$ cat config.mk
export PLATFORM = sky130hd
export DESIGN_NAME = usart_tx
export DESIGN_NICKNAME = d
export VERILOG_FILES = /design/src/rtl/usart_tx.sv
export SDC_FILE = /design/constraint.sdc
export NUM_CORES = 1
export LEC_CHECK = 0
export ABC_AREA = 1
export CAP_MARGIN = 10
export CORE_ASPECT_RATIO = 0.75
export CORE_MARGIN = 5
export CORE_UTILIZATION = 55
export CTS_BUF_LIST = sky130_fd_sc_hd__clkbuf_4 sky130_fd_sc_hd__clkbuf_8
export DETAILED_ROUTE_END_ITERATION = 12
export GPL_TIMING_DRIVEN = 0
export MAX_ROUTING_LAYER = met4
export PLACE_DENSITY = 0.76
export SLEW_MARGIN = 20
export SYNTH_ARGS = -nofsm -noshare
export SYNTH_HDL_FRONTEND = slang
export SYNTH_SLANG_ARGS = --single-unit
export TNS_END_PERCENT = 10
$ cat constraint.sdc
create_clock -name clk -period 2.4 [get_ports clk]
set_clock_uncertainty 0.05 [all_clocks]
set_input_delay 0.36 -clock clk [delete_from_list [all_inputs] [get_ports clk]]
set_output_delay 0.36 -clock clk [all_outputs]
set_load 0.005 [all_outputs]
$ cat src/rtl/usart_tx.sv
// USART transmit stage: register-mapped one-byte holding buffer feeding an 8N1 shifter,
// with a per-frame latched baud divider and optional sync-master serial clock.
module usart_tx #(
   parameter logic [7:0] ADDR_UBRR  = 8'h09,
   parameter logic [7:0] ADDR_UCSRB = 8'h0A,
   parameter logic [7:0] ADDR_UCSRA = 8'h0B,
   parameter logic [7:0] ADDR_UDR   = 8'h0C
) (
   input  logic       clk,
   input  logic       rst,
   input  logic [7:0] addr,
   input  logic [7:0] word_i,
   input  logic       we,
   input  logic       DDR_XCl,
   output logic [7:0] word_o,
   output logic       txd,
   output logic       clk_o
);

   typedef enum logic [1:0] {IDLE, START, DATA, STOP} state_t;

   state_t      state_q;
   logic [7:0]  ubrr_q, ucsrb_q, udr_q, shift_q, lat_ubrr_q;
   logic        full_q, txc_q, lat_sync_q, txd_q, clk_o_q;
   logic [2:0]  bit_cnt_q;
   logic [11:0] div_q;

   logic        wr_udr, clr_txc, bit_end, load;
   logic [12:0] period;

   always_comb begin
      wr_udr  = we && (addr == ADDR_UDR);
      clr_txc = we && (addr == ADDR_UCSRA) && word_i[6];
      // Bit period comes from the values latched at frame start, never the live register.
      period  = lat_sync_q ? (({5'b0, lat_ubrr_q} + 13'd1) << 1)
                           : (({5'b0, lat_ubrr_q} + 13'd1) << 4);
      bit_end = (state_q != IDLE) && ({1'b0, div_q} == (period - 13'd1));
      load    = ucsrb_q[3] && full_q &&
                ((state_q == IDLE) || ((state_q == STOP) && bit_end));
   end

   always_comb begin
      word_o = 8'h00;
      case (addr)
         ADDR_UBRR:  word_o = ubrr_q;
         ADDR_UCSRB: word_o = ucsrb_q;
         ADDR_UCSRA: word_o = {1'b0, txc_q, ~full_q, 5'b0};
         ADDR_UDR:   word_o = udr_q;
         default:    word_o = 8'h00;
      endcase
   end

   // NOTE: reset is sampled on the clock edge (synchronous), so it lives inside the
   // clocked branch rather than in the sensitivity list.
   always_ff @(posedge clk) begin
      if (rst) begin
         state_q    <= IDLE;
         ubrr_q     <= 8'h00;
         ucsrb_q    <= 8'h00;
         udr_q      <= 8'h00;
         shift_q    <= 8'h00;
         lat_ubrr_q <= 8'h00;
         lat_sync_q <= 1'b0;
         full_q     <= 1'b0;
         txc_q      <= 1'b0;
         txd_q      <= 1'b1;
         clk_o_q    <= 1'b0;
         bit_cnt_q  <= 3'd0;
         div_q      <= 12'd0;
      end else begin
         if (we && addr == ADDR_UBRR)  ubrr_q  <= word_i;
         if (we && addr == ADDR_UCSRB) ucsrb_q <= word_i;
         if (wr_udr)                   udr_q   <= word_i;

         // A write landing on the load cycle refills the buffer, so the write wins.
         if (wr_udr)    full_q <= 1'b1;
         else if (load) full_q <= 1'b0;

         if ((state_q == STOP) && bit_end && !load) txc_q <= 1'b1;
         else if (clr_txc)                          txc_q <= 1'b0;

         if (load) begin
            state_q    <= START;
            shift_q    <= udr_q;
            lat_ubrr_q <= ubrr_q;
            lat_sync_q <= DDR_XCl;
            div_q      <= 12'd0;
            txd_q      <= 1'b0;
            clk_o_q    <= 1'b0;
         end else if (bit_end) begin
            div_q   <= 12'd0;
            clk_o_q <= 1'b0;
            case (state_q)
               START: begin
                  state_q   <= DATA;
                  txd_q     <= shift_q[0];
                  shift_q   <= shift_q >> 1;
                  bit_cnt_q <= 3'd0;
               end
               DATA: begin
                  if (bit_cnt_q == 3'd7) begin
                     state_q <= STOP;
                     txd_q   <= 1'b1;
                  end else begin
                     txd_q     <= shift_q[0];
                     shift_q   <= shift_q >> 1;
                     bit_cnt_q <= bit_cnt_q + 3'd1;
                  end
               end
               default: begin
                  state_q <= IDLE;
                  txd_q   <= 1'b1;
               end
            endcase
         end else if (state_q != IDLE) begin
            div_q   <= div_q + 12'd1;
            // High for the second half of the bit: half period equals UBRR+1 in sync mode.
            clk_o_q <= lat_sync_q && (div_q >= {4'b0, lat_ubrr_q});
         end
      end
   end

   assign txd   = txd_q;
   assign clk_o = clk_o_q;

endmodule

---- Word-level counts from Yosys, hierarchy flattened ----
Index checks and enable logic that the tools add are counted.
storage, ports and cells
  bits of input ports ..................... 20
  register bits ........................... 62
  output and inout bits ................... 10
cells by class
  muxes and demuxes ....................... 20
  $add $sub $neg .......................... 4
  $lt $le $gt $ge ......................... 1
  eq/ne operators ......................... 13
  reduce and logical (&&, ||, !) cells .... 26
  bitwise operators ....................... 2
operator list
  cell                                                 count
  == test 8 x 4 -> 1 bit (second input constant)       4
  one-hot mux 8 bit (4 select lines)                   1
  2-to-1 mux 8 bit                                     3
  one-hot mux 8 bit (2 select lines)                   1
  == test 12 x 13 -> 1 bit                             1
  2-to-1 mux 13 bit                                    1
  subtractor 13 x 1 -> 13 bit (second input constant)  1
  adder 12 x 1 -> 12 bit (second input constant)       1
  greater-or-equal comparator 12 x 8 -> 1 bit          1
  logical AND 1 bit                                    11
  nonzero test 2 bit                                   5
  adder 8 x 1 -> 9 bit (second input constant)         1
  2-to-1 mux 1 bit                                     9
  != test 3 bit (second input constant)                2
  one-hot mux 3 bit (2 select lines)                   1
  == test 2 bit (second input constant)                2
  != test 2 bit (second input constant)                2
  one-hot mux 2 bit (2 select lines)                   1
  AND reduction 2 bit                                  2
  AND reduction 4 bit                                  1
  adder 3 x 1 -> 3 bit (second input constant)         1
  == test 3 bit (second input constant)                1
  2-to-1 mux 3 bit                                     1
  AND reduction 3 bit                                  1
  other kinds (10)                                     11

---- Depth between registers and ports, before layout ----
Gate-level depths: netlist of run 1.
  depth in word-level cells ............... 11
  depth in mapped cells ................... 22

---- Worst setup path before layout of run 1 ----
OpenSTA, ideal clock, no wires.
  path type ............................... reg2reg
  start point ............................. register lat_ubrr_q[0]
  end point ............................... register bit_cnt_q[0]
  setup slack ............................. -0.152 ns
  data arrival time ....................... 2.388 ns
  required time ........................... 2.235 ns
  period minus slack after synthesis ...... 2.552 ns
  path buffers ............................ 1
  stages on the path, launching flop included .. 19
  path through ............................ dfxtp_1 ha_1 nand2_1 ha_1 xor2_1 nand2_1 nor2_1 nand3_1 a21oi_1 nand3_1 nor2_1 nand2_2 nor2_2 nand3_2 nand2_4 nand2_4 buf_4 a21oi_1 nor2_1
between the ends
  cells in the longest elaborated chain, start to end .. 10
RTL lines
  what                             line    text
  start: declaration               23      logic [7:0] ubrr_q, ucsrb_q, udr_q, shift_q, lat_ubrr_q;
  start signal: assignment         85      lat_ubrr_q <= ubrr_q;
  adder 8 x 1 -> 9 bit *           35, 36
  2-to-1 mux 13 bit *              35      period = lat_sync_q ? (({5'b0, lat_ubrr_q} + 13'd1) << 1)
  subtractor 13 x 1 -> 13 bit *    37      bit_end = (state_q != IDLE) && ({1'b0, div_q} == (period - 13'd1));
  == test 12 x 13 -> 1 bit *       37
  logical AND 1 bit *              37
  logical AND 1 bit                39      ((state_q == IDLE) || ((state_q == STOP) && bit_end));
  logical OR 1 bit                 39
  logical AND 1 bit                38      load = ucsrb_q[3] && full_q &&
  NOT 1 bit (no line)              --
  AND reduction 4 bit (no line) *  --
  end signal: assignment           107     bit_cnt_q <= bit_cnt_q + 3'd1;
  end: declaration                 25      logic [2:0] bit_cnt_q;
Every way passes the cells marked *; elsewhere a longest branch is shown, timed or not.
A chain may end at the register's enable or synchronous reset.

---- Final worst setup path of run 1 ----
  start point ............................. register lat_ubrr_q[2]
  end point ............................... register shift_q[2]
between the ends
  cells in the longest elaborated chain, start to end .. 10
RTL lines
  what                                                   line    text
  adder 8 x 1 -> 9 bit *                                 35, 36
  2-to-1 mux 13 bit *                                    35
  subtractor 13 x 1 -> 13 bit *                          37
  == test 12 x 13 -> 1 bit *                             37
  logical AND 1 bit *                                    37
  logical AND 1 bit                                      39
  logical OR 1 bit                                       39
  logical AND 1 bit                                      38
  != test 3 bit (no line), or another cell as far along  --
  AND reduction 3 bit (no line)                          --
  end signal: assignment                                 84      shift_q <= udr_q;
  end signal: assignment                                 97      shift_q <= shift_q >> 1;
  end signal: assignment                                 106     shift_q <= shift_q >> 1;
  end: declaration                                       23
Marks and branches as above.

==> results of run 1 <==
-- cell families after synthesis --
group / Yosys count
AOI/OAI and AO/OA: 103
xor gates and xnor gates: 9
adders and majority gates: 17
buffers and inverters: 102
DFF: 62
and+or+nand+nor: 282
-- per-layer routing --
metal | GRT usage, % | share of wire (%) | vias to the layer above
li1 | - | - | 2031
met1 | 38.2 | 49 | 1920
met2 | 37.0 | 42 | 157
met3 | 7.60 | 8.4 | 15
met4 | 4.65 | 0.99 | 0
met5 | - | 0 | -
-- what timing repair did --
item | in CTS | in global routing
endpoints found under the setup margin | 54 | 47
buffers inserted | 13 | 2
gates resized for setup | 76 | 25
cloned | 1 | 1
pin swaps | 23 | 13
-- area by class of cell --
| type | instances | area, um2 | area share (%) |
|---|---|---|---|
| inverter | 82 | 309 | 6.38 |
| tap | 84 | 105 | 2.17 |
| multi-input combinational | 412 | 2450 | 50.5 |
| timing repair buffer | 44 | 378 | 7.80 |
| clock inverter | 5 | 57.6 | 1.19 |
| sequential | 62 | 1250 | 25.7 |
| buffer | 19 | 149 | 3.07 |
| clock buffer | 11 | 151 | 3.12 |
-- metrics by stage --
stage / instances / setup TNS, ps / setup WS (ps)
after detailed placement: 687 / -25060 / -863
after global placement: 687 / -22090 / -796
after CTS: 717 / -9440 / -343
after global routing: 719 / -16370 / -484
final: 719 / -9250 / -280
after floorplan: 575 / -1890 / -70.3
-- power groups by stage --
stage / sequential [mW] / clock [mW] / combinational (mW)
2_1_floorplan: 1.05 / 0 / 0.0322
3_3_place_gp: 1.05 / 0 / 0.0782
4_1_cts: 1.03 / 0.969 / 0.0862
6_report: 1.03 / 0.960 / 0.0909
5_1_grt: 1.03 / 1.02 / 0.0966
3_5_place_dp: 1.05 / 0 / 0.0794
-- worst min-delay path, stage by stage (launching register included) --
cell	delay, ps
dfxtp_1	300
inv_1	60
a21oi_1	60
-- final timing paths --
path                                    start    endpoint
worst max-delay path            lat_ubrr_q[2]  shift_q[2]
worst min-delay path               ucsrb_q[4]  ucsrb_q[4]
worst max register to register  lat_ubrr_q[2]  shift_q[2]
worst min register to register     ucsrb_q[4]  ucsrb_q[4]
-- placed cells by master (no fill, tap or decap), drive strengths merged, types with 17 or more instances in the layout --
cell | netlist | layout
ha | 17 | 17
nor2 | 37 | 37
inv | 78 | 78
nand2 | 131 | 131
dfxtp | 62 | 62
o21ai | 38 | 38
buf | 11 | 34
nand3 | 77 | 78
a21oi | 51 | 51
clkbuf | 9 | 19
-- state kept, by name, indices dropped and copies added, names as in the netlist, 2 cells and up --
signal and flops:
udr_q 8, bit_cnt_q 3, shift_q 8, lat_ubrr_q 8, ubrr_q 8, state_q 2
ucsrb_q 8, div_q 12
-- synth_stat cells (all sizes together) --
cell type,n
nand3b,2
a21boi,1
or2,3
nand2,131
clkinv,4
inv,78
o211ai,2
o21bai,1
xor2,9
nand3,77
o22ai,2
o221ai,6
buf,11
dfxtp,62
o21ai,38
ha,17
clkbuf,9
a21oi,51
nand4,15
a221o,2
nor3,9
nor2,37
nor4,8
==> impl_metrics.tcl, run 1 <==
set metrics [dict create \
    status "finished, violations left" \
    violations "setup timing" \
    clk_latency_ps 340 \
    hpwlAfterDp_um 8140 \
    drive_above_1_share_pct 20.6 \
    cpMaxStageDelayCell "dfxtp_1" \
    routed_wl_um 11300 \
    path_depth 21 \
    end_kind "flip-flop" \
    finalCritPeriodShare_pct 112 \
    setup_ws_ps -280 \
    synth-simple-area-share_pct 35.0 \
    hold_path.class "flip-flop to flip-flop" \
    slew_headroom_pct 56.4 \
    num_vias 4123 \
    r2r_cells 21 \
    wl_per_cell_um 15.7 \
    vdd_drop_max_v 0.000363 \
    r2r_setup_slack_ps -280 \
    slew_violations 0 \
    synth_top_area_share_pct 31.9 \
    die_h_um 82.8 \
    cts-buffers-inserted 9 \
    n_fill_cell 576 \
    clock-sinks 62 \
    rsz0062_at_grt "yes" \
    sw_frac_of_total_pct 23.0 \
    synth.area.top_cells "dfxtp_1, nand2_1, nand3_1" \
    cts_root_buffer "clkbuf_8" \
    antenna_found_initial 0 \
    hold_violations 0 \
    start_util_pct 56.9 \
    worst-path-buf-inv 3 \
    drt-pass1-iter-count 5 \
    n_antenna_cell 0 \
    final_core_util_pct 71.0 \
    max_freq_mhz 373 \
    viasPerCell 5.73 \
    gr-total-overflow 0 \
    ys_ff_latch 62 \
    synth_area_mm2 0.00389 \
    grt_max_degree 12 \
    seqPwrFrac_pct 49.5 \
    area_growth_pct 24.7 \
    syn_nets 612 \
    pin_count 30 \
    fp.dieArea_mm2 0.00887 \
    syn_inst 575 \
    layout_min_cycle_time_ps 2680 \
    final_nets 667 \
    power.density_mw_per_mm2 429 \
    critPathKind "flip-flop to flip-flop" \
    power.internal_mw 1.60 \
    synthDistinctLibCells 37 \
    cp-start-kind "flip-flop" \
    drv_cap 0 \
    synthAdderAreaFrac_pct 5.47 \
    synth_compound_area_share_pct 14.9 \
    fp.dieW_um 107 \
    gp_congestion 0.918 \
    drcViolationCount 0 \
    synthMuxAreaShare_pct 0 \
    p_switching_mw 0.478 \
    yosysSeqAreaShare_pct 31.9 \
    pwr-share-comb_pct 4.4 \
    hold_ws_ps 415 \
    grt_pass1_vias 3842 \
    totalPowerFinal_mw 2.08 \
    drt-initial-drc-count 339 \
    crit_family "simple AND/OR/NAND/NOR gates" \
    slowest_delay_ps 310 \
    grt_first_pass_wirelength_um 18600 \
    ys_warn_count 0 \
    pwr-share-clk_pct 46.2 \
    ant_nets 0 \
    clockBufferDepth 2 \
    track_usage_pct 26.4 \
    cts_tree "built" \
    required_ps 2630 \
    dpl_cell_area_mm2 0.00430 \
    core_mm2 0.00683 \
    htreeDepth 3 \
    worstPathArrival_ps 2910 \
    syn_avg_cell_area_um2 6.76 \
    p_leak_nw 1.93 \
    post_synth_xor_area_fraction_pct 2.03 \
    setup_viol 40 \
    worstPathCellList "buf_4 -> nand2_2 -> nor2_4 -> buf_4 -> nand3_2 -> nand3_2 -> nand2_2 -> nor2_4 -> nand3_1 -> nand2_1 -> nand2_1 -> nor2_2 -> nand2_2 -> nor2_2 -> nand3_2 -> nand2_4 -> nand2_4 -> buf_6 -> nand2_1 -> nand2_1 -> a21oi_2" \
    cp_common_cell "nand2_1" \
    final_area_mm2 0.00485 \
    hold_depth 2 \
    worst_pin_slew_ps 654 \
    synth_top_family_by_area "simple AND/OR/NAND/NOR gates" \
    clkSlewWorstSetupHoldPaths_ps 80 \
    yosysTopAreaCell "dfxtp_1" \
    cp_max_fo 10 \
    rows 26 \
    cts_hold_buffers 0 \
    numPortBuffers 28 \
]
No activity file was read; power rests on OpenSTA's default activity.
==> run 2: changes to the inputs <==
PLACE_DENSITY = 0.79   (was 0.76)
==> run 2 against run 1 <==
  * The flow still finishes with violations (setup timing)
  * Clock power fell by 5.7%
  * First-iteration DRC count grew 48%
  * Cell area up 2.8%
  * Final cell count up 0.42%
  * Sequential power barely moved
  * Sequential share of layout area shrank 0.67 points
  * Worst hold slack got worse by 8.2 ps
  * Sequential cell count unchanged
  * Clock-buffer cell count unchanged
  * Critical path type unchanged
  * Critical endpoint is now shift_q[1]
  * Highest routed layer unchanged
==> impl_metrics.tcl, run 2 (same netlist as run 1, synthesis figures left out) <==
set metrics [dict create \
    p_leak_nw 1.99 \
    max_freq_mhz 365 \
    area_growth_pct 28.1 \
    power.density_mw_per_mm2 408 \
    drv_cap 0 \
    cts_tree "built" \
    wl_per_cell_um 16.1 \
    htreeDepth 3 \
    gp_congestion 0.923 \
    setup_ws_ps -339 \
    final_nets 671 \
    routed_wl_um 11600 \
    drive_above_1_share_pct 22.4 \
    vdd_drop_max_v 0.000324 \
    reg2reg_to "shift_q[1]" \
    reg2reg_from "lat_ubrr_q[0]" \
    numPortBuffers 28 \
    rows 26 \
    start_util_pct 56.9 \
    worstPathArrival_ps 2960 \
    hpwlAfterDp_um 8050 \
    cts-buffers-inserted 9 \
    clock-sinks 62 \
    worst_pin_slew_ps 666 \
    top_register "div_q" \
    fp.dieW_um 107 \
    cp-start-kind "flip-flop" \
    crit_start "lat_ubrr_q[0]" \
    n_antenna_cell 0 \
    cp_max_fo 5 \
    status "finished, violations left" \
    cts_root_buffer "clkbuf_8" \
    dp_worst_setup_slack_ps -908 \
    antenna_found_initial 0 \
    r2r_setup_slack_ps -340 \
    layout_min_cycle_time_ps 2740 \
    crit_end "shift_q[1]" \
    final_common_cell "nand2_1" \
    r2r_cells 19 \
    rsz0062_at_grt "yes" \
    hold_violations 0 \
    hold_path.class "flip-flop to flip-flop" \
    drcViolationCount 0 \
    clk_latency_ps 340 \
    ant_nets 0 \
    critPathKind "flip-flop to flip-flop" \
    fp.dieArea_mm2 0.00887 \
    clkSlewWorstSetupHoldPaths_ps 70 \
    num_vias 4185 \
    end_kind "flip-flop" \
    slew_violations 0 \
    final_cell_mix "nand2_1, inv_1, nand3_1" \
    drt-initial-drc-count 501 \
    track_usage_pct 26.1 \
    grt_max_degree 11 \
    grt_first_pass_wirelength_um 18400 \
    cts_hold_buffers 0 \
    stdcell_count 722 \
    grt_pass1_vias 3798 \
    violations "setup timing" \
    gr-total-overflow 0 \
    clockBufferDepth 2 \
    required_ps 2620 \
    finalCritPeriodShare_pct 114 \
    placedCellCount 687 \
    totalPowerFinal_mw 2.03 \
    core_mm2 0.00683 \
    hold_ws_ps 407 \
    largest_reg_flops 12 \
    slew_headroom_pct 55.6 \
    die_h_um 82.8 \
    setup_viol 38 \
    pin_count 30 \
    viasPerCell 5.80 \
    drt-pass1-iter-count 8 \
]
run 2: worst min-delay path by stage:
| stage | from | end | slack [ps] | cells past startpoint |
|---|---|---|---|---|
| global route | ucsrb_q[0] | ucsrb_q[0] | 410 | 2 |
| global placement | ucsrb_q[2] | ucsrb_q[2] | 390 | 2 |
| floorplan | rst | ubrr_q[0] | 380 | 1 |
| detailed placement | ucsrb_q[0] | ucsrb_q[0] | 390 | 2 |
| finish | ucsrb_q[0] | ucsrb_q[0] | 410 | 2 |
| CTS | ucsrb_q[0] | ucsrb_q[0] | 400 | 2 |
run 2: final cells by class:
| class | instances | area (um2) |
|---|---|---|
| clock inverters | 4 | 47.5 |
| flip-flops and latches | 62 | 1250 |
| plain buffers | 19 | 166 |
| repair buffers | 48 | 438 |
| inverters | 82 | 309 |
| fillers | 508 | 1850 |
| multi-input cells | 412 | 2520 |
| well taps | 84 | 105 |
| clock buffers | 11 | 145 |
run 2: worst max-delay path, cell delays in order (launching register included):
cell and delay (ps):
dfxtp_4 360, ha_4 290, nand2_4 50, ha_4 260
xor2_2 130, nand2_1 70, nor2_2 100, nand3_1 70
a21oi_1 110, nand3_1 90, nor2_1 120, nand2_2 100
nor2_2 110, nand3_2 90, nand2_4 140, nand2_8 100
clkbuf_16 180, nand2_1 50, nand2_1 70, a21oi_2 120
run 2: per-stage QoR:
step / setup TNS [ps] / utilization (%) / cell area [um2]
floorplan: -1890 / - / 3920
CTS: -9450 / 69.8 / 4770
global placement: -21590 / 62.9 / 4300
global route: -15610 / 72.9 / 4980
detailed placement: -24010 / 62.9 / 4300
finish: -9630 / 72.9 / 4980
run 2: routing by layer:
metal / up-vias / GRT usage (%) / wire length [um]
met2: 212 / 36.8 / 5030
met1: 1913 / 37.0 / 5110
met5: - / - / 0
li1: 2036 / - / -
met4: 0 / 7.67 / 179
met3: 24 / 6.28 / 1310
run 2: repair_timing:
| item | in CTS | in global routing |
|---|---|---|
| pin swaps | 19 | 17 |
| endpoints found under the setup margin | 54 | 46 |
| cloned | 0 | 3 |
| buffers inserted | 15 | 3 |
| resized for setup | 89 | 37 |
run 2: where the power goes:
part	leakage, nW	internal [mW]	total [mW]	switching [mW]
clock	0.0986	0.510	0.905	0.396
combinational	1.39	0.0412	0.100	0.0588
sequential	0.501	1.03	1.03	0.000423
